### src/rtl/memory_1rw_initiator.sv
// Request/response front end for a single-port 1RW memory macro. Issues
// accepted requests straight to the memory and queues read data in order.
module memory_1rw_initiator #(
    parameter int unsigned DATAW        = 32,
    parameter int unsigned WORDW        = 1024,
    parameter int unsigned ADDRW        = $clog2(WORDW),
    parameter int unsigned READ_LATENCY = 1,
    parameter int unsigned RSP_DEPTH    = 4
) (
    input  logic             clk,
    input  logic             rst_n,
    input  logic             req_valid,
    output logic             req_ready,
    input  logic             req_write,
    input  logic [ADDRW-1:0] req_addr,
    input  logic [DATAW-1:0] req_data,
    input  logic [DATAW-1:0] req_mask,
    output logic             rsp_valid,
    input  logic             rsp_ready,
    output logic [DATAW-1:0] rsp_data,
    output logic             mem_me,
    output logic             mem_we,
    output logic [DATAW-1:0] mem_wem,
    output logic [DATAW-1:0] mem_d,
    output logic [ADDRW-1:0] mem_adr,
    input  logic [DATAW-1:0] mem_q,
    output logic             busy
);

    localparam int unsigned CNTW = $clog2(RSP_DEPTH + 1);
    localparam int unsigned PTRW = $clog2(RSP_DEPTH);
    localparam logic [CNTW-1:0] DEPTH_C = CNTW'(RSP_DEPTH);
    localparam logic [PTRW-1:0] LAST_C  = PTRW'(RSP_DEPTH - 1);

    logic [CNTW-1:0]         outstanding;
    logic [CNTW-1:0]         fifo_count;
    logic [PTRW-1:0]         wr_ptr;
    logic [PTRW-1:0]         rd_ptr;
    logic [READ_LATENCY-1:0] vld_sr;
    logic [DATAW-1:0]        fifo_mem [RSP_DEPTH];

    logic accept;
    logic rd_accept;
    logic wr_accept;
    logic fifo_push;
    logic fifo_pop;

    // Gating with rst_n keeps every issue-side output quiet while reset is held.
    assign req_ready = rst_n && (outstanding < DEPTH_C);
    assign accept    = req_valid && req_ready;
    assign rd_accept = accept && !req_write;
    assign wr_accept = accept && req_write;

    assign mem_me  = accept;
    assign mem_we  = wr_accept;
    assign mem_adr = accept    ? req_addr : '0;
    assign mem_d   = wr_accept ? req_data : '0;
    assign mem_wem = wr_accept ? req_mask : '0;

    assign fifo_push = vld_sr[READ_LATENCY-1];
    assign rsp_valid = (fifo_count != '0);
    assign fifo_pop  = rsp_valid && rsp_ready;
    assign rsp_data  = rsp_valid ? fifo_mem[rd_ptr] : '0;
    assign busy      = (outstanding != '0);

    always_ff @(posedge clk or negedge rst_n) begin
        if (!rst_n) begin
            outstanding <= '0;
        end else begin
            case ({rd_accept, fifo_pop})
                2'b10:   outstanding <= outstanding + CNTW'(1);
                2'b01:   outstanding <= outstanding - CNTW'(1);
                default: outstanding <= outstanding;
            endcase
        end
    end

    always_ff @(posedge clk or negedge rst_n) begin
        if (!rst_n) begin
            vld_sr <= '0;
        end else begin
            vld_sr[0] <= rd_accept;
            for (int unsigned i = 1; i < READ_LATENCY; i++) begin
                vld_sr[i] <= vld_sr[i-1];
            end
        end
    end

    always_ff @(posedge clk or negedge rst_n) begin
        if (!rst_n) begin
            wr_ptr     <= '0;
            rd_ptr     <= '0;
            fifo_count <= '0;
        end else begin
            if (fifo_push) begin
                wr_ptr <= (wr_ptr == LAST_C) ? '0 : wr_ptr + PTRW'(1);
            end
            if (fifo_pop) begin
                rd_ptr <= (rd_ptr == LAST_C) ? '0 : rd_ptr + PTRW'(1);
            end
            case ({fifo_push, fifo_pop})
                2'b10:   fifo_count <= fifo_count + CNTW'(1);
                2'b01:   fifo_count <= fifo_count - CNTW'(1);
                default: fifo_count <= fifo_count;
            endcase
        end
    end

    always_ff @(posedge clk) begin
        if (fifo_push) begin
            fifo_mem[wr_ptr] <= mem_q;
        end
    end

    // Space is reserved at accept time, so a push never meets a full queue.
    a_no_overflow: assert property (@(posedge clk) disable iff (!rst_n)
        !(fifo_push && (fifo_count == DEPTH_C) && !fifo_pop));

endmodule
### config.mk
export PLATFORM = sky130hd
export DESIGN_NAME = memory_1rw_initiator
export DESIGN_NICKNAME = d
export VERILOG_FILES = /design/src/rtl/memory_1rw_initiator.sv
export SDC_FILE = /design/constraint.sdc
export NUM_CORES = 1
export LEC_CHECK = 0
export ABC_AREA = 1
export CORE_MARGIN = 10
export CORE_UTILIZATION = 45
export DETAILED_ROUTE_END_ITERATION = 16
export GPL_TIMING_DRIVEN = 0
export MAX_ROUTING_LAYER = met4
export PLACE_DENSITY = 0.84
export SLEW_MARGIN = 10
export SYNTH_ARGS = -nofsm -noshare
export SYNTH_HDL_FRONTEND = slang
export SYNTH_SLANG_ARGS = --single-unit
### constraint.sdc
create_clock -name clk -period 2.63 [get_ports clk]
set_clock_uncertainty 0.1 [all_clocks]
set_input_delay 0.6575 -clock clk [delete_from_list [all_inputs] [get_ports clk]]
set_output_delay 0.6575 -clock clk [all_outputs]
set_load 0.005 [all_outputs]
==> impl_metrics.env <==
export IMPL_cp_max_fo=10
export IMPL_ys_seq_area_frac=0.5785
export IMPL_async_flop_share=0.07914
export IMPL_grt_max_degree=33
export IMPL_holdWs_ns=0.3728
export IMPL_drt_pass1_iter_count=6
export IMPL_utilization=0.6730
export IMPL_die_h_microns=145.8
export IMPL_die_area_sq_um=21250
export IMPL_fp_row_count=45
export IMPL_netlist_top_cells_count="inv_1 (223), nand2_1 (150), edfxtp_1 (128)"
export IMPL_slew_headroom=0.4485
export IMPL_place_ws_ns=-1.085
export IMPL_dp_hpwl_mm=14.30
export IMPL_cts_root_buffer="clkbuf_16"
export IMPL_initial_utilization=0.4632
export IMPL_gr_total_overflow=0
export IMPL_yosysMostFrequentCell="inv_1"
export IMPL_status="finished, final reports clean"
export IMPL_cp_start_kind="flip-flop"
export IMPL_critPathRequiredTime_ns=1.87
export IMPL_port_buffers=221
export IMPL_coreArea_sq_um=15370
export IMPL_cp_end_kind="primary output"
export IMPL_avgSynthCellArea_sq_um=9.571
export IMPL_gp_congestion=0.8166
export IMPL_regToRegSetupSlack_ns=0.25
export IMPL_max_freq_mhz=387.6
export IMPL_holdPathStages=2
export IMPL_totalWireLength_mm=20.99
export IMPL_final_cell_count_no_fill=1224
export IMPL_ys_flop_type="edfxtp_1"
export IMPL_clk_latency_ns=0.42
export IMPL_period_needed_ns=2.580
export IMPL_crit_arrival_ns=1.82
export IMPL_hold_viol_final=0
export IMPL_drive_above_1_share=0.2134
export IMPL_htreeDepth=4
export IMPL_multi_input_area_sq_um=1998
export IMPL_power_leakage_nw=5.084
export IMPL_synth_top_area_cell="edfxtp_1"
export IMPL_num_vias=5660
export IMPL_die_w_microns=145.8
export IMPL_io_pin_count=222
export IMPL_grtUsageTotal=0.1974
export IMPL_numCtsBuffers=17
export IMPL_syn_area_sq_um=7121
export IMPL_antenna_found_initial=1
export IMPL_synth_seq_cells=139
export IMPL_first_global_vias=5682
export IMPL_final_nets=1119
export IMPL_cts_sinks=139
export IMPL_avgViaCountPerCell=4.624
export IMPL_worst_slew_pin_slew_ns=0.8260
export IMPL_synth_edff_count=128
export IMPL_drc=0
export IMPL_nFillCells=1118
export IMPL_ant_nets=0
export IMPL_synth_top_area_share=0.5398
export IMPL_synth_nets=864
export IMPL_cts_tree="done"
export IMPL_synthTopCellsByArea="edfxtp_1 (54%), inv_1 (12%), nand2_1 (7.9%)"
export IMPL_path_class="reg -> out"
export IMPL_setup_viol=0
export IMPL_worstHoldPathType="reg -> reg"
export IMPL_yosys_warnings=0
export IMPL_period_share=0.9811
export IMPL_area_growth_pct=45.28
export IMPL_drt_iter0_drc=477
export IMPL_ir_worst_vdd_mv=0.5884
export IMPL_clk_pin_slew_ns=0.05
export IMPL_rr_worst_depth=11
export IMPL_regArea_sq_um=4120
export IMPL_power_per_cell_area_nw_per_um2=808.6
export IMPL_dpl_cell_count=1176
export IMPL_syn_instance_count=744
export IMPL_drv_slew=0
export IMPL_maxCapViolCount=0
export IMPL_grt_setup_unrepaired="true"
export IMPL_grt_pass1_wl_mm=31.85
export IMPL_cts_buffer_depth=2
export IMPL_synth_cell_types=20
export IMPL_wl_per_cell_microns=17.15
export IMPL_setup_ws_ns=0.04980
[state kept, by name, indices dropped and copies added, names as in the netlist]
name and count:
fifo_mem 128, fifo_count 3, outstanding 3, rd_ptr 2, wr_ptr 2, fifo_push 1
[cells by family after synthesis]
family | after synthesis | share of synthesized area
adders and majority gates | 9 | 0.01792
and+or+nand+nor | 300 | 0.2247
buffers and inverters | 257 | 0.1504
AOI/OAI and AO/OA | 37 | 0.02601
DFF | 139 | 0.5785
xor gates and xnor gates | 2 | 0.002460
[layer usage]
metal | global-route usage | vias up | share of wire
met5 | - | - | 0
met4 | 0.05865 | 0 | 0.019
met3 | 0.04129 | 35 | 0.057
met2 | 0.3417 | 221 | 0.54
met1 | 0.2250 | 2650 | 0.39
li1 | - | 2754 | -
[worst max-delay path, cell delays in order, from the launching register on]
cell,delay (ns)
dfrtp_2,0.44
buf_4,0.19
buf_4,0.19
nand2_1,0.08
nand3_1,0.09
a21oi_1,0.15
dlygate4sd2_1,0.27
[timing repair]
| action | 4_1_cts | 5_1_grt |
|---|---|---|
| cloned | 6 | 0 |
| setup buffers | 4 | 4 |
| pin swaps | 3 | 8 |
| hold buffers | 1 | 0 |
| gates resized for setup | 290 | 105 |
| hold endpoints to repair | 11 | 0 |
| endpoints found under the setup margin | 111 | 89 |
[cell type report]
class / count / share of cell area
Multi-Input combinational cell: 348 / 0.1932
Timing Repair Buffer: 236 / 0.2149
Antenna cell: 1 / 0.0002419
Sequential cell: 139 / 0.3983
Clock inverter: 15 / 0.01282
Buffer: 32 / 0.03157
Clock buffer: 17 / 0.04112
Tap cell: 211 / 0.02552
Inverter: 225 / 0.08237
[power by group]
part	leakage [nW]	switching [mW]	total, mW	internal [mW]
clock	0.262	0.860	2.23	1.37
sequential	1.29	0.0913	2.68	2.59
combinational	3.53	1.95	3.45	1.51
total	5.08	2.90	8.37	5.47
[cell usage in the layout, fill, tap and decap left out, types with 5 or more instances in the layout]
cell type / count
clkdlybuf4s50_1: 111
nand3_1: 66
buf_6: 16
inv_2: 7
nand2_1: 150
ha_1: 7
dlymetal6s2s_1: 11
clkbuf_2: 16
nor2_1: 25
buf_12: 8
dlygate4sd2_1: 27
a21oi_1: 19
clkdlybuf4s15_1: 9
clkinv_1: 5
edfxtp_1: 128
buf_2: 39
inv_1: 216
a21oi_2: 14
dfrtp_1: 10
nor2_4: 50
buf_4: 18
buf_16: 6
clkbuf_16: 17
[stage by stage]
stage	setup TNS (ns)	total power, mW	instance area [sq um]
6_report	0	8.365	10340
5_1_grt	-0.2704	8.841	10340
4_1_cts	-0.2843	8.370	10460
3_5_place_dp	-78.21	6.111	9597
3_3_place_gp	-73.97	6.026	9597
2_1_floorplan	0	4.352	7121
[worst paths after layout]
path                                   to            from
max                          rsp_data[18]       rd_ptr[0]
min                         fifo_count[2]   fifo_count[2]
max reg2reg                outstanding[2]  outstanding[2]
min reg2reg                 fifo_count[2]   fifo_count[2]
max in group asynchronous       rd_ptr[0]           rst_n
min in group asynchronous   fifo_count[0]           rst_n
Note: power is estimated with default switching activity, not from simulation.
